## src/rtl/pixel_dispatch_stage_pkg.sv

```systemverilog
// Shared types and widths for the pixel dispatch stage and its raster counter.
package pixel_dispatch_stage_pkg;

  // Pixel coordinate widths shared with the primary-ray stage.
  localparam int unsigned PX_WIDTH = 10;
  localparam int unsigned PY_WIDTH = 9;

  // Dispatch sequencing states.
  typedef enum logic [2:0] {
    IDLE,
    ISSUE,
    WAIT_RISE,
    WAIT_RET,
    ADVANCE
  } dispatch_state_t;

endpackage

```

## src/rtl/pixel_dispatch_stage_raster_counter.sv

```systemverilog
// Raster-order (x fastest) pixel coordinate counter with end-of-row/column flags.
module raster_counter
  import pixel_dispatch_stage_pkg::*;
#(
  parameter int unsigned IMG_W = 640,
  parameter int unsigned IMG_H = 480
) (
  input  logic                clk,
  input  logic                rst,
  input  logic                clear,
  input  logic                inc,
  output logic [PX_WIDTH-1:0] px,
  output logic [PY_WIDTH-1:0] py,
  output logic                last_x,
  output logic                last_y
);

  localparam logic [PX_WIDTH-1:0] X_LAST = PX_WIDTH'(IMG_W - 1);
  localparam logic [PY_WIDTH-1:0] Y_LAST = PY_WIDTH'(IMG_H - 1);

  // End-of-row / end-of-column detection against the configured image size.
  always_comb begin
    last_x = (px == X_LAST);
    last_y = (py == Y_LAST);
  end

  // Coordinate registers: clear to origin, or step one pixel in raster order.
  always_ff @(posedge clk or negedge rst) begin
    if (!rst) begin
      px <= '0;
      py <= '0;
    end else if (clear) begin
      px <= '0;
      py <= '0;
    end else if (inc) begin
      if (last_x) begin
        px <= '0;
        py <= py + 1'b1;
      end else begin
        px <= px + 1'b1;
      end
    end
  end

endmodule

```

## src/rtl/pixel_dispatch_stage.sv

```systemverilog
// Frame scheduler: issues one primary-ray start per pixel in raster order and
// waits for both ray generation and downstream pixel completion before advancing.
module pixel_dispatch_stage
  import pixel_dispatch_stage_pkg::*;
#(
  parameter int unsigned IMG_W = 640,
  parameter int unsigned IMG_H = 480
) (
  input  logic                clk,
  input  logic                rst,
  input  logic                frame_start,
  input  logic                abort,
  output logic                frame_busy,
  output logic                frame_done,
  output logic [PX_WIDTH-1:0] px,
  output logic [PY_WIDTH-1:0] py,
  output logic                prim_start,
  input  logic                prim_busy,
  input  logic                pix_done
);

  dispatch_state_t state, state_nxt;
  logic gen_seen, gen_nxt;
  logic pix_seen, pix_nxt;
  logic done_nxt;
  logic cnt_clear, cnt_inc;
  logic last_x, last_y;

  raster_counter #(
    .IMG_W(IMG_W),
    .IMG_H(IMG_H)
  ) u_raster (
    .clk    (clk),
    .rst    (rst),
    .clear  (cnt_clear),
    .inc    (cnt_inc),
    .px     (px),
    .py     (py),
    .last_x (last_x),
    .last_y (last_y)
  );

  // Next-state, sticky completion flags and counter control; abort overrides all.
  always_comb begin
    state_nxt = state;
    gen_nxt   = gen_seen;
    pix_nxt   = pix_seen;
    done_nxt  = 1'b0;
    cnt_clear = 1'b0;
    cnt_inc   = 1'b0;
    case (state)
      IDLE: begin
        if (frame_start) begin
          cnt_clear = 1'b1;
          state_nxt = ISSUE;
        end
      end
      ISSUE: begin
        gen_nxt   = 1'b0;
        pix_nxt   = 1'b0;
        state_nxt = WAIT_RISE;
      end
      WAIT_RISE: begin
        if (pix_done)  pix_nxt = 1'b1;
        if (prim_busy) state_nxt = WAIT_RET;
      end
      WAIT_RET: begin
        if (!prim_busy) gen_nxt = 1'b1;
        if (pix_done)   pix_nxt = 1'b1;
        // Same-cycle arrival of either event counts immediately.
        if (gen_nxt && pix_nxt) state_nxt = ADVANCE;
      end
      ADVANCE: begin
        if (last_x && last_y) begin
          done_nxt  = 1'b1;
          state_nxt = IDLE;
        end else begin
          cnt_inc   = 1'b1;
          state_nxt = ISSUE;
        end
      end
      default: state_nxt = IDLE;
    endcase
    if (abort) begin
      state_nxt = IDLE;
      done_nxt  = 1'b0;
      cnt_clear = 1'b0;
      cnt_inc   = 1'b0;
    end
  end

  // State, flags and registered outputs (derived from the next state so they align with it).
  always_ff @(posedge clk or negedge rst) begin
    if (!rst) begin
      state      <= IDLE;
      gen_seen   <= 1'b0;
      pix_seen   <= 1'b0;
      frame_busy <= 1'b0;
      frame_done <= 1'b0;
      prim_start <= 1'b0;
    end else begin
      state      <= state_nxt;
      gen_seen   <= gen_nxt;
      pix_seen   <= pix_nxt;
      frame_busy <= (state_nxt != IDLE);
      frame_done <= done_nxt;
      prim_start <= (state_nxt == ISSUE);
    end
  end

endmodule

```

## config.mk

```make
export PLATFORM = sky130hd
export DESIGN_NAME = pixel_dispatch_stage
export DESIGN_NICKNAME = d
export VERILOG_FILES = /design/src/rtl/pixel_dispatch_stage_pkg.sv /design/src/rtl/pixel_dispatch_stage_raster_counter.sv /design/src/rtl/pixel_dispatch_stage.sv
export SDC_FILE = /design/constraint.sdc
export NUM_CORES = 1
export LEC_CHECK = 0
export ABC_AREA = 1
export CORE_MARGIN = 2
export CORE_UTILIZATION = 40
export DETAILED_ROUTE_END_ITERATION = 7
export PLACE_DENSITY = 0.65
export SETUP_SLACK_MARGIN = 0.05
export SYNTH_ARGS = -nofsm -noshare
export SYNTH_HDL_FRONTEND = slang
export SYNTH_SLANG_ARGS = --single-unit
```

## constraint.sdc

```tcl
create_clock -name clk -period 1.67 [get_ports clk]
set_clock_uncertainty 0.15 [all_clocks]
set_input_delay 0.334 -clock clk [delete_from_list [all_inputs] [get_ports clk]]
set_output_delay 0.334 -clock clk [all_outputs]
set_load 0.02 [all_outputs]
```

==> flow_results.xml, run 1 <==
<?xml version="1.0" encoding="UTF-8"?>
<metrics>
  <group name="final_layout">
    <metric name="regArea" unit="um^2">684</metric>
    <metric name="final-instance-count-excl-fill" unit="">338</metric>
    <metric name="diodes" unit="">0</metric>
    <metric name="areaGrowthSynthToFinish" unit="%">49.1</metric>
    <metric name="fill_cells" unit="">376</metric>
    <metric name="layout.nets" unit="">297</metric>
    <metric name="share_of_final_layout_standard_cells_stronger_than_drive_strength_1" unit="">0.340</metric>
    <metric name="area_of_combinational_cells_with_multiple_inputs" unit="mm^2">0.00103</metric>
    <metric name="postLayoutCoreUtil" unit="">0.618</metric>
  </group>
  <group name="sta">
    <metric name="final.setup.worst_slack" unit="ns">-0.00414</metric>
    <metric name="final.period_utilization" unit="">1.00</metric>
    <metric name="tightest_slew" unit="ns">0.333</metric>
    <metric name="grt_setup_unrepaired" unit="">yes</metric>
    <metric name="timing_max_transition_violations_final" unit="">0</metric>
    <metric name="minimum_clock_period" unit="ns">1.67</metric>
    <metric name="finalSetupViolCount" unit="">4</metric>
    <metric name="maxSlewHeadroom" unit="">0.776</metric>
    <metric name="timing.fmax" unit="MHz">597</metric>
    <metric name="hold_viol" unit="">0</metric>
  </group>
  <group name="clock_tree">
    <metric name="clk-insertion-delay-late" unit="ns">0.28</metric>
    <metric name="clock_tree.buffer_depth" unit="">2</metric>
    <metric name="htree_num_levels" unit="">1</metric>
    <metric name="clkSinkCount" unit="">27</metric>
    <metric name="buffer_type_at_the_clock_tree_root" unit="">sky130_fd_sc_hd__clkbuf_8</metric>
    <metric name="post_cts_hold_buffer_count" unit="">0</metric>
    <metric name="cts_buffers" unit="">3</metric>
    <metric name="clock_tree_from_tritoncts" unit="">built</metric>
    <metric name="reg_clk_slew_reported_paths" unit="ns">0.10</metric>
  </group>
  <group name="die">
    <metric name="ios" unit="">28</metric>
    <metric name="dieArea" unit="mm^2">0.00468</metric>
    <metric name="horizontal_extent_of_the_die" unit="um">68.4</metric>
    <metric name="placement_rows" unit="">23</metric>
    <metric name="core" unit="mm^2">0.00400</metric>
    <metric name="die_h" unit="um">68.4</metric>
    <metric name="floorplan.initialDensity" unit="">0.414</metric>
  </group>
  <group name="power_and_ir_drop">
    <metric name="ir_drop" unit="V">0.000549</metric>
    <metric name="p_clk_frac" unit="">0.176</metric>
    <metric name="combinationalPowerShare" unit="">0.421</metric>
    <metric name="power_report.internal_total" unit="mW">1.35</metric>
    <metric name="power.net_switching" unit="mW">0.867</metric>
    <metric name="power_density" unit="mW/mm^2">897</metric>
    <metric name="switching_share" unit="">0.391</metric>
    <metric name="static-leakage-power" unit="nW">1.27</metric>
    <metric name="seq_power_share" unit="">0.403</metric>
  </group>
  <group name="worst_setup_path">
    <metric name="critical_path_required" unit="ns">1.74</metric>
    <metric name="worstPathCellList" unit="">ha_4, nand2_4, nor2_4, nand2_2, buf_6, o21bai_4, nand2_4, nand3_4, nand2_2, nand2_1</metric>
    <metric name="endpoint_kind" unit="">flop</metric>
    <metric name="critPathArrivalTime" unit="ns">1.75</metric>
    <metric name="criticalPathCategory" unit="">flop to flop</metric>
    <metric name="critical_path.max_fanout" unit="">5</metric>
    <metric name="largest_stage_delay_worst_path" unit="ns">0.40</metric>
    <metric name="worst_path_dominant_cell_family" unit="">simple AND/OR/NAND/NOR gates</metric>
    <metric name="slowest_stage" unit="">sky130_fd_sc_hd__dfrtp_2</metric>
    <metric name="crit_path_start_kind" unit="">flop</metric>
    <metric name="crit_buf_inv" unit="">1</metric>
  </group>
  <group name="logic_synthesis">
    <metric name="synth_top_cell_by_area" unit="">sky130_fd_sc_hd__dfrtp_1</metric>
    <metric name="synth-warning-count" unit="">0</metric>
    <metric name="predominant_post_synthesis_flop_cell" unit="">sky130_fd_sc_hd__dfrtp_1</metric>
    <metric name="synth-seq-area-share" unit="">0.408</metric>
    <metric name="postSynthNetCount" unit="">233</metric>
    <metric name="netlist_area" unit="mm^2">0.00166</metric>
    <metric name="netlist-cell-type-count" unit="">30</metric>
    <metric name="synth-edff-count" unit="">0</metric>
    <metric name="synth-seq-cells" unit="">27</metric>
    <metric name="synth.top_cell.area_share" unit="">0.408</metric>
    <metric name="yosys-top-cells-area" unit="">sky130_fd_sc_hd__dfrtp_1 (41%), sky130_fd_sc_hd__nand2_1 (17%), sky130_fd_sc_hd__nor2_1 (6.6%), sky130_fd_sc_hd__nand3_1 (6.0%), sky130_fd_sc_hd__inv_1 (5.0%)</metric>
    <metric name="synthesis.area_per_instance" unit="um^2">7.37</metric>
    <metric name="synth_common_cells" unit="">sky130_fd_sc_hd__nand2_1 (75), sky130_fd_sc_hd__nor2_1 (29), sky130_fd_sc_hd__dfrtp_1 (27), sky130_fd_sc_hd__inv_1 (22), sky130_fd_sc_hd__nand3_1 (20)</metric>
    <metric name="async_flop_share" unit="">1.00</metric>
    <metric name="synthesis.instances" unit="">225</metric>
    <metric name="yosys.cell_count.top_type" unit="">sky130_fd_sc_hd__nand2_1</metric>
  </group>
  <group name="place">
    <metric name="dp_hpwl" unit="um">2920</metric>
    <metric name="placement.io_buffers" unit="">27</metric>
    <metric name="placed_cells" unit="">325</metric>
    <metric name="place_congestion" unit="">0.850</metric>
  </group>
  <group name="route">
    <metric name="drcViolationCount" unit="">0</metric>
    <metric name="drt-pass1-iter-count" unit="">4</metric>
    <metric name="antenna_violating_nets_post_route" unit="">0</metric>
    <metric name="drt_iter0_drc" unit="">159</metric>
    <metric name="routed-via-count" unit="">1657</metric>
    <metric name="wl_per_cell" unit="um">12.9</metric>
    <metric name="via_per_inst" unit="">4.90</metric>
    <metric name="wl" unit="um">4360</metric>
  </group>
  <group name="status">
    <metric name="outcome" unit="">complete, but fails checks</metric>
    <metric name="failing_checks" unit="">setup timing</metric>
  </group>
  <group name="min_path">
    <metric name="min_path_type" unit="">input pin to asynchronous set/reset pin</metric>
  </group>
  <group name="grt">
    <metric name="track_usage" unit="">0.207</metric>
    <metric name="antenna_found_initial" unit="">0</metric>
    <metric name="total_gr_overflow" unit="">0</metric>
    <metric name="grt_start_max_net_pins" unit="">28</metric>
    <metric name="grt_pass1_vias" unit="">1565</metric>
    <metric name="global_route_wire_length_before_repair" unit="um">7190</metric>
  </group>
  <group name="job">
    <metric name="timing.max_cap.violations" unit="">0</metric>
  </group>
</metrics>
## per-stage QoR
stage | setup TNS, ns | hold WS [ns] | power, mW | setup slack [ns] | cell area [um^2]
2_1_floorplan | 0 | -0.112 | 1.38 | 0.0108 | 1730
3_3_place_gp | -0.994 | 0.364 | 1.81 | -0.110 | 2270
3_5_place_dp | -1.42 | 0.374 | 1.82 | -0.120 | 2270
4_1_cts | -0.114 | 0.256 | 2.22 | -0.0286 | 2400
5_1_grt | -1.81 | 0.265 | 2.37 | -0.125 | 2470
6_report | -0.0110 | 0.254 | 2.22 | -0.00414 | 2470
## cell families after synthesis
family          synth area share
simple gates               0.404
buf+inv                   0.0732
flops                      0.408
fa+ha+maj                 0.0151
compound gates            0.0581
xor+xnor                  0.0423
## final timing paths
path / from / to / slack, ns / depth (start not counted)
worst max-delay path: u_raster.py[0]$_DFFE_PN0P_ / u_raster.py[2]$_DFFE_PN0P_ / -0.004 / 10
worst min-delay path: rst / u_raster.px[7]$_DFFE_PN0P_ / 0.25 / 2
worst max register to register: u_raster.py[0]$_DFFE_PN0P_ / u_raster.py[2]$_DFFE_PN0P_ / -0.004 / 10
worst min register to register: pix_seen$_DFFE_PN0P_ / pix_seen$_DFFE_PN0P_ / 0.39 / 2
max in group asynchronous: rst / u_raster.py[0]$_DFFE_PN0P_ / 0.94 / 2
min in group clk: pix_seen$_DFFE_PN0P_ / pix_seen$_DFFE_PN0P_ / 0.39 / 2
## what timing repair did
| action | CTS | global route |
|---|---|---|
| setup endpoints to repair | 41 | 28 |
| hold endpoints to repair | 0 | 0 |
| gates resized for setup | 41 | 32 |
| pin swaps | 0 | 12 |
| cloned | 2 | 0 |
| buffers inserted | 6 | 2 |
## state kept, by name (all words and copies together), names as in the netlist
register / flops
frame_busy: 1
frame_done: 1
gen_seen: 1
pix_seen: 1
prim_start: 1
state: 3
u_raster.px: 10
u_raster.py: 9
## layout by cell type, fill, tap and decap left out, drive strengths merged
cell type      Yosys  final
dlygate4sd2        0     15
or2                1      1
a21o               1      1
clkbuf             0      6
nor2              32     32
buf                5     40
inv               23     23
nand3b             3      3
nor3               1      1
clkdlybuf4s15      0      1
xor2               8      8
nand3             22     23
ha                 2      2
clkdlybuf4s50      0      5
a22oi              1      1
nor4               1      1
dfrtp             27     27
a21oi              4      4
o21ai              7      7
nand2             80     80
nand4              6      6
o21bai             1      1
## power groups by stage
stage | sequential [mW] | combinational, mW | clock, mW
5_1_grt | 0.910 | 1.03 | 0.426
6_report | 0.893 | 0.933 | 0.391
3_5_place_dp | 0.900 | 0.923 | 0
3_3_place_gp | 0.898 | 0.913 | 0
2_1_floorplan | 1.03 | 0.348 | 0
4_1_cts | 0.889 | 0.928 | 0.404
## per-layer routing
layer / vias up / routed length [um] / track usage
li1: 842 / - / -
met1: 763 / 1930 / 0.265
met2: 46 / 2170 / 0.358
met3: 6 / 197 / 0.0345
met4: 0 / 68 / 0.0550
met5: - / 0 / 0
## area by class of cell
cell class / instances / area share
Multi-Input combinational cell: 171 / 0.418
Sequential cell: 27 / 0.277
Timing Repair Buffer: 63 / 0.227
Inverter: 23 / 0.0349
Tap cell: 50 / 0.0253
Clock buffer: 4 / 0.0182
Power figures use the tool's default switching activity.
==> run 2: changes to the inputs <==
--- a/config.mk
+++ b/config.mk
@@ -6,6 +6,7 @@
 export NUM_CORES = 1
 export LEC_CHECK = 0
 export ABC_AREA = 1
+export CAP_MARGIN = 30
 export CORE_MARGIN = 2
 export CORE_UTILIZATION = 40
 export DETAILED_ROUTE_END_ITERATION = 7
==> results of run 2 <==
No change in the layout: final DEF, timing and power equal those of run 1.
==> run 3: changes to the inputs <==
--- a/config.mk
+++ b/config.mk
@@ -12,6 +12,7 @@
 export DETAILED_ROUTE_END_ITERATION = 7
 export PLACE_DENSITY = 0.65
 export SETUP_SLACK_MARGIN = 0.05
+export SLEW_MARGIN = 20
 export SYNTH_ARGS = -nofsm -noshare
 export SYNTH_HDL_FRONTEND = slang
 export SYNTH_SLANG_ARGS = --single-unit
==> results of run 3 <==
No change in the layout: final DEF, timing and power equal those of run 1.
